`src/rtl/reverse_pkg.sv`:
```
// Shared mode encodings for the bit-order transformer.
// Imported by the RTL and by stimulus code.
package reverse_pkg;

    localparam logic [1:0] MODE_PASS     = 2'b00;
    localparam logic [1:0] MODE_BITREV   = 2'b01;
    localparam logic [1:0] MODE_BYTESWAP = 2'b10;
    localparam logic [1:0] MODE_GRPREV   = 2'b11;

endpackage

```
`src/rtl/reverse_core.sv`:
```
// Combinational bit-order transform: pass, full reverse,
// byte swap, or reverse within GRP-bit groups.
module reverse_core
    import reverse_pkg::*;
#(
    parameter int WIDTH = 16,
    parameter int GRP   = 4
) (
    input  logic [WIDTH-1:0] data,
    input  logic [1:0]       mode,
    output logic [WIDTH-1:0] result
);

    localparam int NB = WIDTH / 8;
    localparam int NG = WIDTH / GRP;

    if ((WIDTH % 8) != 0 || GRP < 2 || (WIDTH % GRP) != 0) begin : g_bad_param
        $error("reverse_core: WIDTH must be a multiple of 8 and of GRP, GRP >= 2");
    end

    logic [WIDTH-1:0] bitrev;
    logic [WIDTH-1:0] byteswap;
    logic [WIDTH-1:0] grprev;

    for (genvar i = 0; i < WIDTH; i++) begin : g_bitrev
        assign bitrev[i] = data[WIDTH-1-i];
    end

    for (genvar k = 0; k < NB; k++) begin : g_byteswap
        assign byteswap[k*8 +: 8] = data[(NB-1-k)*8 +: 8];
    end

    for (genvar g = 0; g < NG; g++) begin : g_grp
        for (genvar j = 0; j < GRP; j++) begin : g_bit
            assign grprev[g*GRP+j] = data[g*GRP+GRP-1-j];
        end
    end

    always_comb begin
        result = data;
        unique case (mode)
            MODE_PASS:     result = data;
            MODE_BITREV:   result = bitrev;
            MODE_BYTESWAP: result = byteswap;
            MODE_GRPREV:   result = grprev;
            default:       result = data;
        endcase
    end

endmodule

```
`src/rtl/reverse_stream.sv`:
```
// Two-stage valid/ready pipeline around reverse_core, with a
// running count of completed output transfers.
module reverse_stream
    import reverse_pkg::*;
#(
    parameter int WIDTH = 16,
    parameter int GRP   = 4,
    parameter int CNT_W = 16
) (
    input  logic             clk,
    input  logic             rst_n,
    input  logic             in_valid,
    output logic             in_ready,
    input  logic [WIDTH-1:0] in_data,
    input  logic [1:0]       in_mode,
    output logic             out_valid,
    input  logic             out_ready,
    output logic [WIDTH-1:0] out_data,
    output logic [1:0]       out_mode,
    output logic [CNT_W-1:0] beat_cnt
);

    localparam logic [CNT_W-1:0] CNT_ONE = CNT_W'(1);

    logic             s1_valid;
    logic [WIDTH-1:0] s1_data;
    logic [1:0]       s1_mode;
    logic [WIDTH-1:0] xform;
    logic             s2_adv;
    logic             accept;

    // Stage 2 refills whenever its slot is empty or being drained
    assign s2_adv   = s1_valid && (!out_valid || out_ready);
    assign in_ready = rst_n && (!s1_valid || s2_adv);
    assign accept   = in_valid && in_ready;

    reverse_core #(
        .WIDTH (WIDTH),
        .GRP   (GRP)
    ) u_core (
        .data   (s1_data),
        .mode   (s1_mode),
        .result (xform)
    );

    always_ff @(posedge clk) begin
        if (!rst_n) begin
            s1_valid  <= 1'b0;
            s1_data   <= '0;
            s1_mode   <= MODE_PASS;
            out_valid <= 1'b0;
            out_data  <= '0;
            out_mode  <= MODE_PASS;
            beat_cnt  <= '0;
        end else begin
            if (accept) begin
                s1_valid <= 1'b1;
                s1_data  <= in_data;
                s1_mode  <= in_mode;
            end else if (s2_adv) begin
                s1_valid <= 1'b0;
            end

            if (s2_adv) begin
                out_valid <= 1'b1;
                out_data  <= xform;
                out_mode  <= s1_mode;
            end else if (out_ready) begin
                out_valid <= 1'b0;
            end

            if (out_valid && out_ready) begin
                beat_cnt <= beat_cnt + CNT_ONE;
            end
        end
    end

endmodule
```
`config.mk`:
```
export PLATFORM = sky130hd
export DESIGN_NAME = reverse_stream
export DESIGN_NICKNAME = d
export VERILOG_FILES = /design/src/rtl/reverse_pkg.sv /design/src/rtl/reverse_core.sv /design/src/rtl/reverse_stream.sv
export SDC_FILE = /design/constraint.sdc
export NUM_CORES = 1
export LEC_CHECK = 0
export BUFFER_PORTS_ARGS = -buffer_cell sky130_fd_sc_hd__buf_4
export CORE_MARGIN = 2
export CORE_UTILIZATION = 53
export CTS_CLUSTER_SIZE = 40
export DETAILED_ROUTE_END_ITERATION = 10
export GPL_TIMING_DRIVEN = 0
export PLACE_DENSITY_LB_ADDON = 0.25
export SLEW_MARGIN = 25
export SYNTH_ARGS = -nofsm -noshare
export SYNTH_HDL_FRONTEND = slang
export SYNTH_SLANG_ARGS = --single-unit
```
`constraint.sdc`:
```
create_clock -name clk -period 1.8 [get_ports clk]
set_input_delay 0.09 -clock clk [delete_from_list [all_inputs] [get_ports clk]]
set_output_delay 0.09 -clock clk [all_outputs]
set_load 0.02 [all_outputs]
```
==> results.tsv <==
stage	metric	value	unit
synthesis	syn_area_per_cell	9.38	um^2
setup_path	rr_endpoint	beat_cnt[14]	
placement	dpl_cell_area	3020	um^2
layout	antenna_cells	0	
sta	slew_viol_final	0	
global_routing	grt_pass1_wl	9190	um
global_routing	grt_overflow_total	0	
setup_path	crit_path_top_delay_cell	nor4_1	
sta	finalSetupTns	0	ps
global_routing	first_global_vias	1976	
worst_hold_path	hold_depth	3	
layout	fin_nets	356	
clocking	cts.sinks	54	
setup_path	cp.arrival	1840	ps
setup_path	r2r-start	beat_cnt[5]	
die	io_pins	58	
die	die_h	73.0	um
synthesis	synth_nets	292	
synthesis	syn_inst	269	
power_and_ir_drop	power_leakage	1.36	nW
setup_path	r2r_cells	4	
route	first_pass_iters	4	
clocking	worstSkewPairLatency	310	ps
global_routing	track_usage	22.2	%
route	remaining_drc_errors	0	
clocking	clk_pin_slew	90	ps
setup_path	endpoint_kind	flip-flop	
die	die_w	73.0	um
power_and_ir_drop	cellPowerDensity	764	nW/um^2
placement	gp_congestion	0.806	
die	core	4660	um^2
worst_hold_path	hp-start	in_valid	
clocking	clock_path_buffers	2	
worst_hold_path	hold_class	in2reg	
synthesis	synth_seq_area_share	42.8	%
placement	port_buffers	57	
route	wirelength	5450	um
sta	fin_worst_skew	5.98	ps
layout	nFillCells	410	
sta	max_freq	612	MHz
sta	timing.final.crit_share	90.7	%
sta	finalHoldViolCount	0	
global_routing	antenna_found_initial	0	
sta	min_period	1630	ps
setup_path	crit_required	2010	ps
setup_path	r2r_slack	170	ps
power_and_ir_drop	vdd_drop_max	0.581	mV
die	die-area	5330	um^2
clocking	h-tree-depth	2	
synthesis	synthDistinctLibCells	29	
global_routing	grt_max_degree	16	
layout	syn2layout_area_growth	23.3	%
synthesis	synthesis.area	2520	um^2
clocking	cts_buffers	5	
sta	slew_headroom	68.6	%
setup_path	critPathTopFamily	simple AND/OR/NAND/NOR gates	
layout	drive_above_1_share	27.8	%
layout	fin_util	66.8	%
outcome	status	finished clean	
placement	dp_hpwl	3880	um
synthesis	ys_ff_latch	54	
clocking	cts_root_buf	clkbuf_8	
route	num_vias	2106	
sta	setup_viol	0	
setup_path	crit_chain	nand4_1 -> nor4_1 -> nand2_1 -> mux2i_1	
die	start_util	54.1	%
layout	postLayoutCellArea	3110	um^2
setup_path	path_class	reg2reg	
sta	rsz0062_at_grt	false	
setup_path	slowest_delay	530	ps
setup_path	start_kind	flip-flop	
sta	worst_pin_slew	467	ps
clocking	cts_hold_buf	0	
job	maxCapViolCount	0	
route	ant_nets	0	
die	num_rows	25	
route	routed_via_density	5.43	
route	wl_per_cell	14.0	um
setup_path	worstPathMaxFanout	5	
route	drt_iter0_drc	98	
worst_hold_path	hold_path_end	s1_valid	
synthesis	ys_warn_count	0	
clocking	tritoncts	yes	
setup_path	cp_num_buf_inv	0	
layer usage:
| metal | global-route usage [%] | share of wire, % | wire (um) | vias to the layer above |
|---|---|---|---|---|
| met2 | 34.8 | 47 | 2540 | 59 |
| met4 | 5.97 | 1.2 | 67 | 0 |
| met5 | 0 | 0 | 0 | - |
| li1 | - | - | - | 1050 |
| met1 | 30.8 | 48 | 2600 | 991 |
| met3 | 5.25 | 4.6 | 252 | 6 |
sequential cells by signal, summed over array words and instances (netlist names):
signal and flops:
beat_cnt 16, out_data 16, s1_data 16, out_mode 2
s1_mode 2, out_valid 1, s1_valid 1
stage by stage:
step | setup slack, ps | std cells | power [mW] | hold WS [ps]
6_report | 167 | 388 | 2.38 | 35.1
5_1_grt | 53.2 | 388 | 2.48 | 38.3
4_1_cts | 184 | 388 | 2.40 | 25.1
3_5_place_dp | 228 | 380 | 1.72 | 355
3_3_place_gp | 255 | 380 | 1.71 | 334
2_1_floorplan | 339 | 269 | 1.57 | 229
tightest hold or removal path: cells and delay by family:
kind,cells,cell delay [ps]
compound gates,1,40
buf+inv,1,90
simple gates,1,90
Yosys cell counts (all sizes together):
cell type,instances,area [um^2]
dfxtp,54,1080
nor2,35,134
nand3,27,140
inv,21,78.8
o21ai,19,95.1
mux4,16,360
nand2,16,60.1
nor3b,16,120
and2,8,50.1
buf,8,45.0
clkbuf,7,26.3
a21boi,6,45.0
nand2b,6,37.5
mux2i,5,50.1
xnor2,5,43.8
nor3,4,20.0
xor2,4,35.0
nor2b,3,18.8
nor4,3,33.8
a21oi,1,5.00
and3,1,6.26
ha,1,12.5
nand4,1,6.26
o211ai,1,12.5
or3,1,6.26
final cells by class:
cell class,count,area (um^2),area share [%]
sequential,54,1080,34.7
tap,54,67.6,2.17
clock buffer,7,86.3,2.77
timing repair buffer,57,428,13.8
clock inverter,1,5.00,0.161
buffer,15,72.6,2.33
inverter,21,78.8,2.53
multi-input combinational,179,1290,41.5
cells in the final DEF (no fill, tap or decap), types with 2 or more instances in the layout:
cell type and instances:
buf_2 6, clkbuf_1 7, nor2b_1 3, xor2_1 4, nor3_1 4, nand2_1 16
inv_1 21, buf_4 59, a21boi_0 6, dfxtp_1 54, clkbuf_8 6, nor4_1 2
nand2b_1 6, nor3b_1 16, nand3_1 26, xnor2_1 5, and2_1 8, o21ai_0 19
nor2_1 34, mux4_2 16, mux2i_1 5
logic make-up after synthesis:
family | Yosys count | synth area share [%]
AOI/OAI and AO/OA | 27 | 6.25
xor gates and xnor gates | 9 | 3.12
adders and majority gates | 1 | 0.496
buffers and inverters | 36 | 5.95
DFF | 54 | 42.8
muxes | 21 | 16.3
and+or+nand+nor | 121 | 25.1
worst max-delay path by stage:
stage / start / end / slack (ps) / cells after the start
2_1_floorplan: beat_cnt[5] / beat_cnt[12] / 340 / 4
3_3_place_gp: beat_cnt[5] / beat_cnt[14] / 250 / 4
3_5_place_dp: out_valid / s1_data[8] / 230 / 4
4_1_cts: out_valid / s1_data[5] / 180 / 4
5_1_grt: out_valid / s1_data[5] / 50 / 5
6_report: beat_cnt[5] / beat_cnt[14] / 170 / 4
power breakdown:
part           total, mW  switching (mW)  leakage (nW)  internal, mW
logic              0.382           0.188         0.870         0.194
clock network      0.685           0.374        0.0482         0.311
registers           1.31          0.0557         0.442          1.26
total               2.38           0.617          1.36          1.76
timing repair:
action,in CTS,in global routing
buffers inserted,0,0
resized for setup,0,2
setup endpoints to repair,0,6
(Power assumes the default switching activity.)
